`config.mk`:
```
export PLATFORM = sky130hd
export DESIGN_NAME = detector_jogada
export DESIGN_NICKNAME = d
export VERILOG_FILES = /design/src/rtl/detector_jogada.sv
export SDC_FILE = /design/constraint.sdc
export NUM_CORES = 1
export LEC_CHECK = 0
export CORE_MARGIN = 2
export CORE_UTILIZATION = 45
export CTS_CLUSTER_SIZE = 12
export DETAILED_ROUTE_END_ITERATION = 12
export HOLD_SLACK_MARGIN = 0.06
export PLACE_DENSITY_LB_ADDON = 0.15
export SYNTH_ARGS = -nofsm -noshare
export SYNTH_HDL_FRONTEND = slang
export SYNTH_SLANG_ARGS = --single-unit
```
`constraint.sdc`:
```
create_clock -name clock -period 1.5 [get_ports clock]
set_clock_uncertainty 0.1 [all_clocks]
set_input_delay 0.3 -clock clock [delete_from_list [all_inputs] [get_ports clock]]
set_output_delay 0.3 -clock clock [all_outputs]
set_load 0.02 [all_outputs]
```
`src/rtl/detector_jogada.sv`:
```
// Player-button input stage: 2-flop synchronizer, press/release debounce FSM, one-hot check.
// Optional DETECTOR_JOGADA_RELEASE_EN moves the play event from the press to the debounced release.
module detector_jogada #(
    parameter int DEBOUNCE_CYCLES = 4,
    parameter int CNT_W           = 8
) (
    input  logic       clock,
    input  logic       reset,
    input  logic [3:0] botoes,
    input  logic       habilita,
    input  logic       limpa,
    output logic [3:0] jogada,
    output logic       tem_jogada,
    output logic       invalida,
    output logic [2:0] db_estado
);

    typedef enum logic [2:0] {
        OCIOSO      = 3'b000,
        FILTRA      = 3'b001,
        ACEITA      = 3'b010,
        PRESSIONADO = 3'b011,
`ifdef DETECTOR_JOGADA_RELEASE_EN
        SOLTA       = 3'b100,
        EMITE       = 3'b101
`else
        SOLTA       = 3'b100
`endif
    } estado_t;

    localparam logic [CNT_W-1:0] LIMITE = CNT_W'(DEBOUNCE_CYCLES);
    localparam logic [CNT_W-1:0] UM     = CNT_W'(1);

    function automatic logic eh_one_hot(input logic [3:0] v);
        return (v != 4'b0000) && ((v & (v - 4'b0001)) == 4'b0000);
    endfunction

    // Holds at all-ones instead of wrapping.
    function automatic logic [CNT_W-1:0] incr_sat(input logic [CNT_W-1:0] v);
        return (v == {CNT_W{1'b1}}) ? v : v + UM;
    endfunction

    logic [3:0]       sinc;
    logic [3:0]       b_s;
    estado_t          estado, estado_prox;
    logic [CNT_W-1:0] cnt, cnt_prox;
    logic [3:0]       amostra, amostra_prox;
    logic             evento;
    logic             hab_evento;

    always_ff @(posedge clock) begin
        if (reset) begin
            sinc <= 4'b0000;
            b_s  <= 4'b0000;
        end else begin
            sinc <= botoes;
            b_s  <= sinc;
        end
    end

    always_ff @(posedge clock) begin
        if (reset) begin
            estado <= OCIOSO;
            cnt    <= '0;
        end else begin
            estado <= estado_prox;
            cnt    <= cnt_prox;
        end
        amostra <= amostra_prox;
    end

    always_comb begin
        estado_prox  = estado;
        cnt_prox     = cnt;
        amostra_prox = amostra;
        case (estado)
            OCIOSO: begin
                if (b_s != 4'b0000) begin
                    amostra_prox = b_s;
                    cnt_prox     = UM;
                    estado_prox  = FILTRA;
                end
            end
            FILTRA: begin
                if (b_s == 4'b0000) begin
                    estado_prox = OCIOSO;
                end else if (b_s != amostra) begin
                    // Pattern changed mid-filter: restart the count on the new sample.
                    amostra_prox = b_s;
                    cnt_prox     = UM;
                end else if (cnt >= LIMITE) begin
                    estado_prox = ACEITA;
                end else begin
                    cnt_prox = incr_sat(cnt);
                end
            end
            ACEITA: begin
                estado_prox = PRESSIONADO;
            end
            PRESSIONADO: begin
                if (b_s == 4'b0000) begin
                    cnt_prox    = UM;
                    estado_prox = SOLTA;
                end
            end
            SOLTA: begin
                if (b_s != 4'b0000) begin
                    estado_prox = PRESSIONADO;
                end else if (cnt >= LIMITE) begin
`ifdef DETECTOR_JOGADA_RELEASE_EN
                    estado_prox = EMITE;
`else
                    estado_prox = OCIOSO;
`endif
                end else begin
                    cnt_prox = incr_sat(cnt);
                end
            end
`ifdef DETECTOR_JOGADA_RELEASE_EN
            EMITE: begin
                estado_prox = OCIOSO;
            end
`endif
            default: begin
                estado_prox = OCIOSO;
            end
        endcase
    end

`ifdef DETECTOR_JOGADA_RELEASE_EN
    logic habilita_amostra;

    // habilita is captured at acceptance time and applied when the release completes.
    always_ff @(posedge clock) begin
        if (reset) begin
            habilita_amostra <= 1'b0;
        end else if (estado == ACEITA) begin
            habilita_amostra <= habilita;
        end
    end

    assign evento     = (estado == EMITE);
    assign hab_evento = habilita_amostra;
`else
    assign evento     = (estado == ACEITA);
    assign hab_evento = habilita;
`endif

    always_comb begin
        tem_jogada = 1'b0;
        invalida   = 1'b0;
        db_estado  = estado;
        if (evento && hab_evento) begin
            tem_jogada = eh_one_hot(amostra);
            invalida   = !eh_one_hot(amostra);
        end
    end

    // A load in the event cycle takes priority over a coincident clear.
    always_ff @(posedge clock) begin
        if (reset) begin
            jogada <= 4'b0000;
        end else if (tem_jogada) begin
            jogada <= amostra;
        end else if (limpa) begin
            jogada <= 4'b0000;
        end
    end

endmodule

```
==> results.ini <==
[pwr]
power_density_nw_per_um2=787
ir_drop_mv=0.749
p_sw_frac=0.267
seqPwrFrac=0.565
pwr-share-comb=0.210
p_clk_frac=0.226
p_int_w=0.00102
switching_power_w=0.000371
p_leak_nw=0.743

[floorplanning]
io_pins=17
start_util=0.474
dieArea_sq_um=3010
die_w_um=54.9
placementRows=18
die_h_um=54.9
core_sq_um=2450

[finish]
mostFrequentLayoutCell=buf_4
layout_common_cells=buf_4, dfxtp_1, nor2b_1
final_nets=171
area_growth_syn_to_layout_pct=51.8
stdcell_count=190
diodes=0
drive_gt1_frac=0.444

[drt]
first_iter_violations=18
drc=0
drtAntennaViolNets=0
wl_per_cell_um=14.3
drt_wl_total_mm=2.71
vias=1034
via_per_inst=5.44
drtPass1Iterations=4

[clocking]
cts.sinks=27
cts_made_buffers=3
cts_root_buffer=clkbuf_4
cts_tree=built
clk_latency_ns=0.32
htree_levels=1
cts_buffer_depth=2
holdBufCountCts=0
clkSlewWorstSetupHoldPaths_ns=0.14

[setup_path]
crit_fanout=3
critPathRequiredTime_ns=1.10
critPathArrivalTime_ns=1.58
path_class=register to output port
end_kind=output port
reg2reg_to=jogada[1]$_SDFFE_PP0P_
r2r-start=amostra[3]$_DFFE_PP_
r2r_slack_ns=-0.32
startpoint_type=register
r2r_cells=6

[global_routing]
grt_usage=0.185
grt_pass1_wl_mm=3.95
grt_pass1_vias=931
grt_overflow=0
antenna_found_initial=0
grt_start_max_net_pins=15

[timing]
final.min_clock_period_ns=1.98
max_freq_mhz=504
whs_ns=0.350
layout_setup_ws_ns=-0.484
worstMarginPinSlew_ns=0.363
drv_slew=0
setup_violations=21
period_share=1.32
relSlewSlack=0.758
finalHoldViolCount=0
rsz0062_at_grt=true

[worst_hold_path]
hold_path_class=register to register
worstHoldStart=sinc[0]$_SDFF_PP0_
hold_depth=1
hold_end=b_s[0]$_SDFF_PP0_

[run_status]
outcome=complete, but fails checks
failed_checks=negative setup slack

[synthesis]
yosys_warnings=0
syn_inst=113
netlist_area_sq_um=1160
synth_area_per_cell_sq_um=10.3
synthArstFlopShare=0
synth_nets=123
ys_ff_latch=27
yosys-top-cells-area=dfxtp_1, edfxtp_1, nor2b_1
yosysSeqAreaShare=0.499
ys_types=38
ys.flop_type=dfxtp_1
synth_top_area_cell=dfxtp_1
synth_top_area_share=0.396
synth_edf_count=4

[placed_design]
port_buffers=16
dp.cells=181
gp_congestion=0.850
hpwl_mm=1.81

[run]
cap_violations=0

## synthesized netlist by cell type (2+ instances only)
cell	number
dfxtp_1	23
nor2b_1	11
nor2_1	9
and2_1	6
nand2_1	6
a21oi_1	5
edfxtp_1	4
inv_1	4
xnor2_1	4
a31o_2	3
and4b_1	3
nand4_1	3
o21ai_0	3
and3_1	2
ha_1	2
o21a_1	2
o31ai_1	2
## timing repair
action / CTS / global route
pin swaps: 14 / 15
hold endpoints to repair: 0 / 0
gates resized for setup: 44 / 18
setup buffers: 5 / 5
setup endpoints to repair: 27 / 20
## how the worst max path moves through the flow
stage                         startpoint                     end  slack [ns]  cells after the start
finish              amostra[3]$_DFFE_PP_              tem_jogada       -0.48                      5
floorplan           amostra[2]$_DFFE_PP_  jogada[1]$_SDFFE_PP0P_       -0.12                      5
detailed placement              habilita              tem_jogada       -0.73                      5
CTS                 amostra[3]$_DFFE_PP_                invalida       -0.46                      5
global placement                habilita              tem_jogada       -0.72                      5
global route        amostra[3]$_DFFE_PP_              tem_jogada       -0.57                      5
## per-stage QoR
step	setup TNS (ns)	power (W)	setup slack (ns)	utilization	cell area [sq um]
2_1_floorplan	-0.658	0.000915	-0.117	-	1200
4_1_cts	-5.92	0.00136	-0.462	0.676	1660
3_3_place_gp	-5.33	0.00101	-0.722	0.638	1570
3_5_place_dp	-6.85	0.00102	-0.726	0.638	1570
5_1_grt	-5.91	0.00145	-0.567	0.720	1770
6_report	-4.86	0.00139	-0.484	0.720	1770
## layer usage
layer	share of wire	track usage
met1	0.45	0.236
met5	0	0
met4	0.0070	0.104
met2	0.50	0.296
met3	0.044	0.0301
## power groups by stage
stage / clock network, W / logic (W) / registers, W
2_1_floorplan: 0 / 0.000105 / 0.000810
3_3_place_gp: 0 / 0.000209 / 0.000801
3_5_place_dp: 0 / 0.000218 / 0.000803
4_1_cts: 0.000321 / 0.000249 / 0.000789
5_1_grt: 0.000351 / 0.000314 / 0.000789
6_report: 0.000314 / 0.000292 / 0.000785
## state kept, by name (all words and copies together) (netlist names)
signal and flops:
cnt 8, amostra 4, sinc 4, b_s 4, jogada 4, db_estado 3
## final cells by class
class / instances / area (sq um)
well taps: 30 / 37.5
clock buffers: 4 / 26.3
flip-flops and latches: 27 / 588
repair buffers: 45 / 383
inverters: 5 / 18.8
fillers: 176 / 688
multi-input cells: 79 / 713
## worst max-delay path, cell delays in order, from the launching register on
cell       delay (ns)
edfxtp_1         0.46
buf_6            0.16
o31ai_4          0.26
o2111ai_2        0.18
inv_2            0.10
buf_6            0.11
## kinds of logic after synthesis
kind of cell	after synthesis	share of synthesized area
XOR/XNOR	5	0.0376
buffers and inverters	7	0.0258
AO/OA/AOI/OAI	25	0.169
flip-flops	27	0.499
adder cells (fa/ha/maj)	2	0.0215
AND/OR/NAND/NOR	47	0.247
Note: power is estimated with default switching activity, not from simulation.
